## src/rtl/pipelined_control_unit_if.sv

```systemverilog
// ID-side instruction fields and EX-side control word
// exchanged with the pipelined control unit.
interface pipelined_control_unit_if #(
  parameter int REG_ADDR_W = 5,
  parameter int ALU_OP_W   = 4
) ();
  logic                  id_valid;
  logic [5:0]            id_opcode;
  logic [5:0]            id_funct;
  logic [REG_ADDR_W-1:0] id_rs;
  logic [REG_ADDR_W-1:0] id_rt;
  logic [REG_ADDR_W-1:0] id_rd;
  logic                  flush;

  logic                  stall;
  logic                  mul_busy;
  logic                  ex_valid;
  logic                  ex_reg_write;
  logic                  ex_mem_to_reg;
  logic                  ex_mem_read;
  logic                  ex_mem_write;
  logic                  ex_alu_src;
  logic                  ex_branch;
  logic                  ex_jump;
  logic                  ex_jump_reg;
  logic                  ex_sign_extend_mem;
  logic [ALU_OP_W-1:0]   ex_alu_op;
  logic [1:0]            ex_mem_size;
  logic [REG_ADDR_W-1:0] ex_dest;

  modport master (
    output id_valid,
    output id_opcode,
    output id_funct,
    output id_rs,
    output id_rt,
    output id_rd,
    output flush,
    input  stall,
    input  mul_busy,
    input  ex_valid,
    input  ex_reg_write,
    input  ex_mem_to_reg,
    input  ex_mem_read,
    input  ex_mem_write,
    input  ex_alu_src,
    input  ex_branch,
    input  ex_jump,
    input  ex_jump_reg,
    input  ex_sign_extend_mem,
    input  ex_alu_op,
    input  ex_mem_size,
    input  ex_dest
  );

  modport slave (
    input  id_valid,
    input  id_opcode,
    input  id_funct,
    input  id_rs,
    input  id_rt,
    input  id_rd,
    input  flush,
    output stall,
    output mul_busy,
    output ex_valid,
    output ex_reg_write,
    output ex_mem_to_reg,
    output ex_mem_read,
    output ex_mem_write,
    output ex_alu_src,
    output ex_branch,
    output ex_jump,
    output ex_jump_reg,
    output ex_sign_extend_mem,
    output ex_alu_op,
    output ex_mem_size,
    output ex_dest
  );
endinterface

```

## src/rtl/pipelined_control_unit.sv

```systemverilog
// MIPS ID-stage decode registered into ID/EX, with load-use
// stall, multi-cycle MUL occupancy and flush-to-bubble.
module pipelined_control_unit #(
  parameter int MUL_LATENCY = 4,
  parameter int REG_ADDR_W  = 5,
  parameter int ALU_OP_W    = 4,
  parameter int LINK_REG    = 31
) (
  input logic                    clk,
  input logic                    rst_n,
  pipelined_control_unit_if.slave bus
);

  localparam int CNT_W =
    (MUL_LATENCY > 1) ? $clog2(MUL_LATENCY) : 1;

  localparam logic [5:0] OP_SPECIAL  = 6'h00;
  localparam logic [5:0] OP_REGIMM   = 6'h01;
  localparam logic [5:0] OP_J        = 6'h02;
  localparam logic [5:0] OP_JAL      = 6'h03;
  localparam logic [5:0] OP_BEQ      = 6'h04;
  localparam logic [5:0] OP_BNE      = 6'h05;
  localparam logic [5:0] OP_BLEZ     = 6'h06;
  localparam logic [5:0] OP_BGTZ     = 6'h07;
  localparam logic [5:0] OP_ADDI     = 6'h08;
  localparam logic [5:0] OP_SLTI     = 6'h0A;
  localparam logic [5:0] OP_ANDI     = 6'h0C;
  localparam logic [5:0] OP_ORI      = 6'h0D;
  localparam logic [5:0] OP_XORI     = 6'h0E;
  localparam logic [5:0] OP_SPECIAL2 = 6'h1C;
  localparam logic [5:0] OP_LB       = 6'h20;
  localparam logic [5:0] OP_LH       = 6'h21;
  localparam logic [5:0] OP_LW       = 6'h23;
  localparam logic [5:0] OP_SB       = 6'h28;
  localparam logic [5:0] OP_SH       = 6'h29;
  localparam logic [5:0] OP_SW       = 6'h2B;
  localparam logic [5:0] FN_JR       = 6'h08;
  localparam logic [5:0] FN_MUL      = 6'h02;

  localparam logic [ALU_OP_W-1:0] ALU_ADD = ALU_OP_W'(0);
  localparam logic [ALU_OP_W-1:0] ALU_SUB = ALU_OP_W'(1);
  localparam logic [ALU_OP_W-1:0] ALU_AND = ALU_OP_W'(2);
  localparam logic [ALU_OP_W-1:0] ALU_MUL = ALU_OP_W'(3);
  localparam logic [ALU_OP_W-1:0] ALU_OR  = ALU_OP_W'(4);
  localparam logic [ALU_OP_W-1:0] ALU_XOR = ALU_OP_W'(5);
  localparam logic [ALU_OP_W-1:0] ALU_SLT = ALU_OP_W'(6);
  localparam logic [ALU_OP_W-1:0] ALU_FN  = '1;

  localparam logic [1:0] SZ_B = 2'b00;
  localparam logic [1:0] SZ_H = 2'b01;
  localparam logic [1:0] SZ_W = 2'b10;

  typedef struct packed {
    logic                  valid;
    logic                  reg_write;
    logic                  mem_to_reg;
    logic                  mem_read;
    logic                  mem_write;
    logic                  alu_src;
    logic                  branch;
    logic                  jump;
    logic                  jump_reg;
    logic                  sign_ext;
    logic [ALU_OP_W-1:0]   alu_op;
    logic [1:0]            mem_size;
    logic [REG_ADDR_W-1:0] dest;
  } ctrl_t;

  typedef enum logic {
    S_RUN,
    S_MUL_WAIT
  } state_t;

  if (MUL_LATENCY < 1) begin : g_bad_lat
    $error("MUL_LATENCY must be at least 1");
  end

  state_t            r_state;
  state_t            w_state_nxt;
  logic [CNT_W-1:0]  r_cnt;
  logic [CNT_W-1:0]  w_cnt_nxt;
  ctrl_t             r_ex;
  ctrl_t             w_ex_nxt;
  ctrl_t             w_dec;
  logic [5:0]        w_op;
  logic              w_use_rs;
  logic              w_use_rt;
  logic              w_is_mul;
  logic              w_hazard;
  logic              w_stall;

  assign w_op = bus.id_opcode;

  always_comb begin
    w_dec    = '0;
    w_use_rs = 1'b0;
    w_use_rt = 1'b0;
    w_is_mul = 1'b0;
    if (bus.id_valid) begin
      unique case (1'b1)
        (w_op == OP_SPECIAL): begin
          w_dec.valid = 1'b1;
          w_dec.dest  = bus.id_rd;
          w_use_rs    = 1'b1;
          if (bus.id_funct == FN_JR) begin
            w_dec.jump_reg = 1'b1;
          end else begin
            w_dec.reg_write = 1'b1;
            w_dec.alu_op    = ALU_FN;
            w_use_rt        = 1'b1;
          end
        end
        (w_op == OP_SPECIAL2): begin
          // other SPECIAL2 functs are unsupported -> bubble
          if (bus.id_funct == FN_MUL) begin
            w_dec.valid     = 1'b1;
            w_dec.reg_write = 1'b1;
            w_dec.alu_op    = ALU_MUL;
            w_dec.dest      = bus.id_rd;
            w_use_rs        = 1'b1;
            w_use_rt        = 1'b1;
            w_is_mul        = 1'b1;
          end
        end
        (w_op == OP_ADDI),
        (w_op == OP_SLTI),
        (w_op == OP_ANDI),
        (w_op == OP_ORI),
        (w_op == OP_XORI): begin
          w_dec.valid     = 1'b1;
          w_dec.reg_write = 1'b1;
          w_dec.alu_src   = 1'b1;
          w_dec.dest      = bus.id_rt;
          w_use_rs        = 1'b1;
          unique case (1'b1)
            (w_op == OP_SLTI): w_dec.alu_op = ALU_SLT;
            (w_op == OP_ANDI): w_dec.alu_op = ALU_AND;
            (w_op == OP_ORI):  w_dec.alu_op = ALU_OR;
            (w_op == OP_XORI): w_dec.alu_op = ALU_XOR;
            default:           w_dec.alu_op = ALU_ADD;
          endcase
        end
        (w_op == OP_LW),
        (w_op == OP_LH),
        (w_op == OP_LB): begin
          w_dec.valid      = 1'b1;
          w_dec.reg_write  = 1'b1;
          w_dec.mem_to_reg = 1'b1;
          w_dec.mem_read   = 1'b1;
          w_dec.alu_src    = 1'b1;
          w_dec.alu_op     = ALU_ADD;
          w_dec.sign_ext   = (w_op != OP_LW);
          w_dec.dest       = bus.id_rt;
          w_use_rs         = 1'b1;
          unique case (1'b1)
            (w_op == OP_LW): w_dec.mem_size = SZ_W;
            (w_op == OP_LH): w_dec.mem_size = SZ_H;
            default:         w_dec.mem_size = SZ_B;
          endcase
        end
        (w_op == OP_SW),
        (w_op == OP_SH),
        (w_op == OP_SB): begin
          w_dec.valid     = 1'b1;
          w_dec.mem_write = 1'b1;
          w_dec.alu_src   = 1'b1;
          w_dec.alu_op    = ALU_ADD;
          w_dec.dest      = bus.id_rt;
          w_use_rs        = 1'b1;
          w_use_rt        = 1'b1;
          unique case (1'b1)
            (w_op == OP_SW): w_dec.mem_size = SZ_W;
            (w_op == OP_SH): w_dec.mem_size = SZ_H;
            default:         w_dec.mem_size = SZ_B;
          endcase
        end
        (w_op == OP_BEQ),
        (w_op == OP_BNE): begin
          w_dec.valid  = 1'b1;
          w_dec.branch = 1'b1;
          w_dec.alu_op = ALU_SUB;
          w_dec.dest   = bus.id_rt;
          w_use_rs     = 1'b1;
          w_use_rt     = 1'b1;
        end
        (w_op == OP_BLEZ),
        (w_op == OP_BGTZ),
        (w_op == OP_REGIMM): begin
          w_dec.valid  = 1'b1;
          w_dec.branch = 1'b1;
          w_dec.alu_op = ALU_SUB;
          w_dec.dest   = bus.id_rt;
          w_use_rs     = 1'b1;
        end
        (w_op == OP_J): begin
          w_dec.valid = 1'b1;
          w_dec.jump  = 1'b1;
          w_dec.dest  = bus.id_rt;
        end
        (w_op == OP_JAL): begin
          w_dec.valid     = 1'b1;
          w_dec.jump      = 1'b1;
          w_dec.reg_write = 1'b1;
          w_dec.dest      = REG_ADDR_W'(LINK_REG);
        end
        default: ;
      endcase
    end
  end

  // $0 is never a real producer, so a load into it cannot stall
  assign w_hazard = r_ex.valid & r_ex.mem_read &
                    (r_ex.dest != '0) &
                    ((w_use_rs & (bus.id_rs == r_ex.dest)) |
                     (w_use_rt & (bus.id_rt == r_ex.dest)));

  always_comb begin
    w_state_nxt = r_state;
    w_cnt_nxt   = r_cnt;
    w_ex_nxt    = r_ex;
    w_stall     = 1'b0;
    if (bus.flush) begin
      w_state_nxt = S_RUN;
      w_cnt_nxt   = '0;
      w_ex_nxt    = '0;
    end else begin
      unique case (r_state)
        S_RUN: begin
          w_stall = w_hazard;
          if (w_hazard) begin
            w_ex_nxt = '0;
          end else begin
            w_ex_nxt = w_dec;
            if (w_is_mul && (MUL_LATENCY > 1)) begin
              w_state_nxt = S_MUL_WAIT;
              w_cnt_nxt   = CNT_W'(MUL_LATENCY - 1);
            end
          end
        end
        S_MUL_WAIT: begin
          w_stall   = 1'b1;
          w_cnt_nxt = r_cnt - CNT_W'(1);
          if (r_cnt == CNT_W'(1)) begin
            w_state_nxt = S_RUN;
          end
        end
      endcase
    end
  end

  always_ff @(posedge clk or negedge rst_n) begin
    if (!rst_n) begin
      r_state <= S_RUN;
      r_cnt   <= '0;
      r_ex    <= '0;
    end else begin
      r_state <= w_state_nxt;
      r_cnt   <= w_cnt_nxt;
      r_ex    <= w_ex_nxt;
    end
  end

  assign bus.stall              = w_stall;
  assign bus.mul_busy           = (r_state == S_MUL_WAIT);
  assign bus.ex_valid           = r_ex.valid;
  assign bus.ex_reg_write       = r_ex.reg_write;
  assign bus.ex_mem_to_reg      = r_ex.mem_to_reg;
  assign bus.ex_mem_read        = r_ex.mem_read;
  assign bus.ex_mem_write       = r_ex.mem_write;
  assign bus.ex_alu_src         = r_ex.alu_src;
  assign bus.ex_branch          = r_ex.branch;
  assign bus.ex_jump            = r_ex.jump;
  assign bus.ex_jump_reg        = r_ex.jump_reg;
  assign bus.ex_sign_extend_mem = r_ex.sign_ext;
  assign bus.ex_alu_op          = r_ex.alu_op;
  assign bus.ex_mem_size        = r_ex.mem_size;
  assign bus.ex_dest            = r_ex.dest;

endmodule

```

## src/flat_wrapper.sv

```systemverilog
// flat-port wrapper written by rule: the top's interface ports become plain ports
module pipelined_control_unit_flat 
#(
  parameter int MUL_LATENCY = 4,
  parameter int REG_ADDR_W  = 5,
  parameter int ALU_OP_W    = 4,
  parameter int LINK_REG    = 31
)
  (clk, rst_n, bus_id_valid, bus_id_opcode, bus_id_funct, bus_id_rs, bus_id_rt, bus_id_rd, bus_flush, bus_stall, bus_mul_busy, bus_ex_valid, bus_ex_reg_write, bus_ex_mem_to_reg, bus_ex_mem_read, bus_ex_mem_write, bus_ex_alu_src, bus_ex_branch, bus_ex_jump, bus_ex_jump_reg, bus_ex_sign_extend_mem, bus_ex_alu_op, bus_ex_mem_size, bus_ex_dest);
  pipelined_control_unit_if #(.REG_ADDR_W(REG_ADDR_W), .ALU_OP_W(ALU_OP_W)) bus_i ();
  input logic clk;
  input logic rst_n;
  input wire logic [$bits(bus_i.id_valid)-1:0] bus_id_valid;
  input wire logic [$bits(bus_i.id_opcode)-1:0] bus_id_opcode;
  input wire logic [$bits(bus_i.id_funct)-1:0] bus_id_funct;
  input wire logic [$bits(bus_i.id_rs)-1:0] bus_id_rs;
  input wire logic [$bits(bus_i.id_rt)-1:0] bus_id_rt;
  input wire logic [$bits(bus_i.id_rd)-1:0] bus_id_rd;
  input wire logic [$bits(bus_i.flush)-1:0] bus_flush;
  output wire logic [$bits(bus_i.stall)-1:0] bus_stall;
  output wire logic [$bits(bus_i.mul_busy)-1:0] bus_mul_busy;
  output wire logic [$bits(bus_i.ex_valid)-1:0] bus_ex_valid;
  output wire logic [$bits(bus_i.ex_reg_write)-1:0] bus_ex_reg_write;
  output wire logic [$bits(bus_i.ex_mem_to_reg)-1:0] bus_ex_mem_to_reg;
  output wire logic [$bits(bus_i.ex_mem_read)-1:0] bus_ex_mem_read;
  output wire logic [$bits(bus_i.ex_mem_write)-1:0] bus_ex_mem_write;
  output wire logic [$bits(bus_i.ex_alu_src)-1:0] bus_ex_alu_src;
  output wire logic [$bits(bus_i.ex_branch)-1:0] bus_ex_branch;
  output wire logic [$bits(bus_i.ex_jump)-1:0] bus_ex_jump;
  output wire logic [$bits(bus_i.ex_jump_reg)-1:0] bus_ex_jump_reg;
  output wire logic [$bits(bus_i.ex_sign_extend_mem)-1:0] bus_ex_sign_extend_mem;
  output wire logic [$bits(bus_i.ex_alu_op)-1:0] bus_ex_alu_op;
  output wire logic [$bits(bus_i.ex_mem_size)-1:0] bus_ex_mem_size;
  output wire logic [$bits(bus_i.ex_dest)-1:0] bus_ex_dest;
  assign bus_i.id_valid = bus_id_valid;
  assign bus_i.id_opcode = bus_id_opcode;
  assign bus_i.id_funct = bus_id_funct;
  assign bus_i.id_rs = bus_id_rs;
  assign bus_i.id_rt = bus_id_rt;
  assign bus_i.id_rd = bus_id_rd;
  assign bus_i.flush = bus_flush;
  assign bus_stall = bus_i.stall;
  assign bus_mul_busy = bus_i.mul_busy;
  assign bus_ex_valid = bus_i.ex_valid;
  assign bus_ex_reg_write = bus_i.ex_reg_write;
  assign bus_ex_mem_to_reg = bus_i.ex_mem_to_reg;
  assign bus_ex_mem_read = bus_i.ex_mem_read;
  assign bus_ex_mem_write = bus_i.ex_mem_write;
  assign bus_ex_alu_src = bus_i.ex_alu_src;
  assign bus_ex_branch = bus_i.ex_branch;
  assign bus_ex_jump = bus_i.ex_jump;
  assign bus_ex_jump_reg = bus_i.ex_jump_reg;
  assign bus_ex_sign_extend_mem = bus_i.ex_sign_extend_mem;
  assign bus_ex_alu_op = bus_i.ex_alu_op;
  assign bus_ex_mem_size = bus_i.ex_mem_size;
  assign bus_ex_dest = bus_i.ex_dest;
  pipelined_control_unit #(.MUL_LATENCY(MUL_LATENCY), .REG_ADDR_W(REG_ADDR_W), .ALU_OP_W(ALU_OP_W), .LINK_REG(LINK_REG)) u_core (.clk(clk), .rst_n(rst_n), .bus(bus_i));
endmodule
```

## config.mk

```make
export PLATFORM = sky130hd
export DESIGN_NAME = pipelined_control_unit_flat
export DESIGN_NICKNAME = d
export VERILOG_FILES = /design/src/rtl/pipelined_control_unit_if.sv /design/src/rtl/pipelined_control_unit.sv /design/src/flat_wrapper.sv
export SDC_FILE = /design/constraint.sdc
export NUM_CORES = 1
export LEC_CHECK = 0
export ABC_AREA = 1
export BUFFER_PORTS_ARGS = -buffer_cell sky130_fd_sc_hd__buf_4
export CAP_MARGIN = 20
export CORE_MARGIN = 5
export CORE_UTILIZATION = 35
export DETAILED_ROUTE_END_ITERATION = 10
export SYNTH_ARGS = -nofsm -noshare
export SYNTH_HDL_FRONTEND = slang
export SYNTH_SLANG_ARGS = --single-unit
```

## constraint.sdc

```tcl
create_clock -name clk -period 3.2 [get_ports clk]
set_input_delay 0.16 -clock clk [delete_from_list [all_inputs] [get_ports clk]]
set_output_delay 0.16 -clock clk [all_outputs]
set_load 0.02 [all_outputs]
```

==> metrics list <==
- Result of the run: complete, no violations
- CTS buffer count: 3
- Number of flops mapped to enable cells by yosys: 0
* Detailed Place HPWL: roughly 3500 µm
- The clock period could shrink to 2.01 ns.
* Adder and majority gate portion of the synthesized area: 0.777%
- Dividing the final minimum period by the clock period gives 62.7%.
- Setup_tns: 0 ns
- Net count after synthesis: 267
- Post-synthesis xor/xnor area fraction: 4.90%
- Setup repair after global routing left no endpoint under its margin.
* Sort of element at the start of the critical path: register
- Flip-flop count of the largest register after layout: 5
* Switching power: about 0.00017 W
- Reg2Reg Setup Slack: 1.49 ns
- In the final layout, the multi-input gates occupy 911 µm².
* Highest fanout seen on the critical path: 8
- Total number of clock tree sinks: 23
* Pin count of the biggest net entering global routing: 24
- Post-synthesis compound-gate area fraction: 10.6%
* Number of top-level pins: 54
- The largest single stage delay on the critical path is 0.45 ns.
- Most used flip-flop cell after synthesis: dfrtp_1
* Number of levels the H-tree was split into: 1
- Total number of yosys warnings: 0
* Worst vdd rail ir drop: between 0.1 and 0.15 mV
* Power share of the sequential group: 49.7%
- The min-delay analysis places its worst path in the category in -> reg.
- Net switching is 27.8% of the power.
* Layout cell share with drive strength beyond 1: 27.4%
* Achievable Freq: 498 MHz
* Data required time at the worst endpoint: 3.04 ns
- After clock tree synthesis, the clock-pin slew on the worst setup and hold paths is 0.08 ns.
* Post-synthesis sequential area ratio: between 30% and 40%
- Synth area leaders: dfrtp_1, nand2_1, nand3_1
- Using the TritonRoute via totals, the vias-per-cell ratio works out to 4.90.
* Clock latency at the later pin of the worst-skew pair: 0.26 ns
- Initial antenna violation count: 0
* Detailed-route DRC error count: 0
* Area added between synthesis and finish: 30.5%
* Final count of pins violating max slew: 0
- Routed length per instance: about 13 µm
- The worst pin sits at a relative slew slack of between 60% and 70%.
- Post-CTS repair changed the size of 0 cells.
- Final Hold Vio Count: 0
* Proportion of synthesized flip-flops having asynchronous set or reset: 100%
* Wire length of the first global-routing pass: 7420 µm
- For this run the aggregate overflow at the end of global routing stands at 0.
- Row generation in the floorplan step produced 24 rows.
* Vias in the first global route: between 1.5k and 2k
- CP Data Arrival Time: 1.85 ns
- No sink is reached through more buffers than the 2 on the longest clock path.
* Final Total Pwr: 0.000603 W
- Violation count after the first detailed-routing iteration: 58
* Number of buffers inserted by port buffering: 53
- The root buffer cell chosen for the clock tree is clkbuf_8.
* Placement Cell Area: 2050 µm²
- Filler Cell Count: between 400 and 500
- Library cell appearing most often on the critical path: nand2_1
- Max capacitance violation total: 0
- Share of the synthesized area in the top cell type: around 36%
* Initial core utilization: 36.5%
* Total iterations of the first detailed-routing run: 4
* Most common cell in the netlist: nand2_1
* CP Class: reg -> out
- In this run, distinct cell masters in the synthesized netlist total 24.
* Actual transition at the worst max-transition pin: 0.587 ns
* Cell class contributing the biggest share of worst-path delay: simple AND/OR/NAND/NOR gates
- At the end of the flow, the number of nets in the layout was 321.
- Combinational logic burns 19.9% of the power.
- Core footprint: between 4000 and 5000 µm²
- Seq. cell area: between 500 and 600 µm²
* Cell-by-cell trace of the critical path: xnor2_1 -> nand3_1 -> nor3_1 -> nand2_1 -> nand2_1 -> nand2_4 -> o21ai_0 -> buf_4
* Internal power of the cells: 0.000435 W
- After detailed routing, the total wire length is 4380 µm.
* Total power per unit cell area: between 200 and 300 nW/µm²
- Post-route clock skew: 0.00211 ns
* Multiplexer share of the synthesized area: 0%
- The die is 77.8 µm wide.
- Main combinational cell family by area after synthesis: simple AND/OR/NAND/NOR gates
- Area share of and/or/nand/nor cells after synthesis: approximately 40%
- Counting every instance in the synthesized netlist gives 235.
- Antenna fix cells: 0
- The congestion estimate from routability-driven global placement came to between 0.8 and 0.9.
- TritonCTS built the clock tree.
- The count of nets left with antenna violations once routing finished came out at 0.
* Vias after detailed routing: 1666
- The floorplan step defined a die boundary enclosing 6060 µm².
- The synthesized netlist occupies a cell area of 1610 µm².
- Counting flops and latches in the post-synthesis netlist gives 23.
- After routing the design area is roughly 2100 µm².
- Die Span Y: 77.8 µm
- Final setup fails: 0
* Clock network power share: around 31%
- Leakage power: 1.17 nW
- The commonest cells after synthesis are nand2_1, dfrtp_1, nand3_1.
- Across every metal layer, demand over resource in global routing totals 14.7%.
- Critical path's slowest cell: dfrtp_1
- Dominant cell type by area after synthesis: dfrtp_1
* Mean instance size in the synthesized netlist: between 6 and 7 µm²
- Together, buffers and inverters on the worst path number 1.
- The worst setup path is captured at a primary output.
[path summary, 6_finish.rpt]
check                                                            from                                     to  depth (start not counted)
worst max-delay path                u_core.bus.ex_dest[1]$_DFFE_PN0P_                              bus_stall                          8
worst min-delay path                                 bus_id_opcode[2]  u_core.bus.ex_mem_size[1]$_DFFE_PN0P_                          4
worst max register to register      u_core.bus.ex_dest[1]$_DFFE_PN0P_      u_core.bus.ex_dest[0]$_DFFE_PN0P_                          8
worst min register to register  u_core.bus.ex_mem_size[0]$_DFFE_PN0P_  u_core.bus.ex_mem_size[0]$_DFFE_PN0P_                          2
max in group asynchronous                                       rst_n      u_core.bus.ex_dest[1]$_DFFE_PN0P_                          2
min in group asynchronous                                       rst_n  u_core.bus.ex_mem_size[0]$_DFFE_PN0P_                          2
[power groups by stage]
| stage | combinational (W) | clock, W | sequential (W) |
|---|---|---|---|
| finish | 0.000120 | 0.000184 | 0.000299 |
| detailed placement | 0.000120 | 0 | 0.000305 |
| CTS | 0.000121 | 0.000187 | 0.000300 |
| floorplan | 0.0000564 | 0 | 0.000310 |
| global placement | 0.000119 | 0 | 0.000305 |
| global route | 0.000134 | 0.000198 | 0.000300 |
[stage by stage]
stage          std cells  setup slack [ns]  util [%]  hold slack (ns)
2_1_floorplan        235              1.40         -           -0.136
4_1_cts              340              1.14      47.6            0.243
6_report             340              1.19      47.6            0.242
3_3_place_gp         335              1.39      46.4           0.0718
5_1_grt              340              1.02      47.6            0.274
3_5_place_dp         335              1.34      46.4           0.0798
[tightest hold or removal path, stage by stage]
cell and delay (ns):
buf_4 0.11, inv_2 0.05, nand4_1 0.10, o21ai_2 0.06
[kinds of logic (layout without fill, tap and decap cells)]
logic type | after synthesis | in the layout
AOI/OAI and AO/OA | 26 | 26
xor gates and xnor gates | 9 | 9
adders and majority gates | 1 | 1
and+or+nand+nor | 146 | 146
buffers and inverters | 30 | 83
DFF | 23 | 23
[metal layers]
metal	vias up	global-route usage, %	wire length (µm)
met5	-	0	0
met3	5	2.78	317
met2	56	23.2	1920
met4	0	4.98	61
met1	744	20.1	2080
li1	861	-	-
[placed cells by master (no fill, tap or decap), drive strengths merged]
master       count
dfrtp           23
clkbuf           4
o21ai           20
or2              1
inv             24
xnor2            4
nor2            24
nand4           10
nand2           82
dlygate4sd3      1
xor2             5
buf             54
a21oi            5
nor3             4
nand3b           2
o211ai           1
ha               1
nand3           23
[timing repair]
action | in CTS | in global routing
setup endpoints to repair | 0 | 0
setup buffers | 0 | 0
endpoints found under the hold margin | 23 | 0
hold buffers | 1 | 0
[layout make-up]
type / instances / area share (%)
clock buffers: 4 / 2.14
multi-input cells: 182 / 43.3
well taps: 52 / 3.10
inverters: 24 / 4.29
flip-flops and latches: 23 / 27.4
repair buffers: 55 / 19.8
Note: power is estimated with default switching activity, not from simulation.
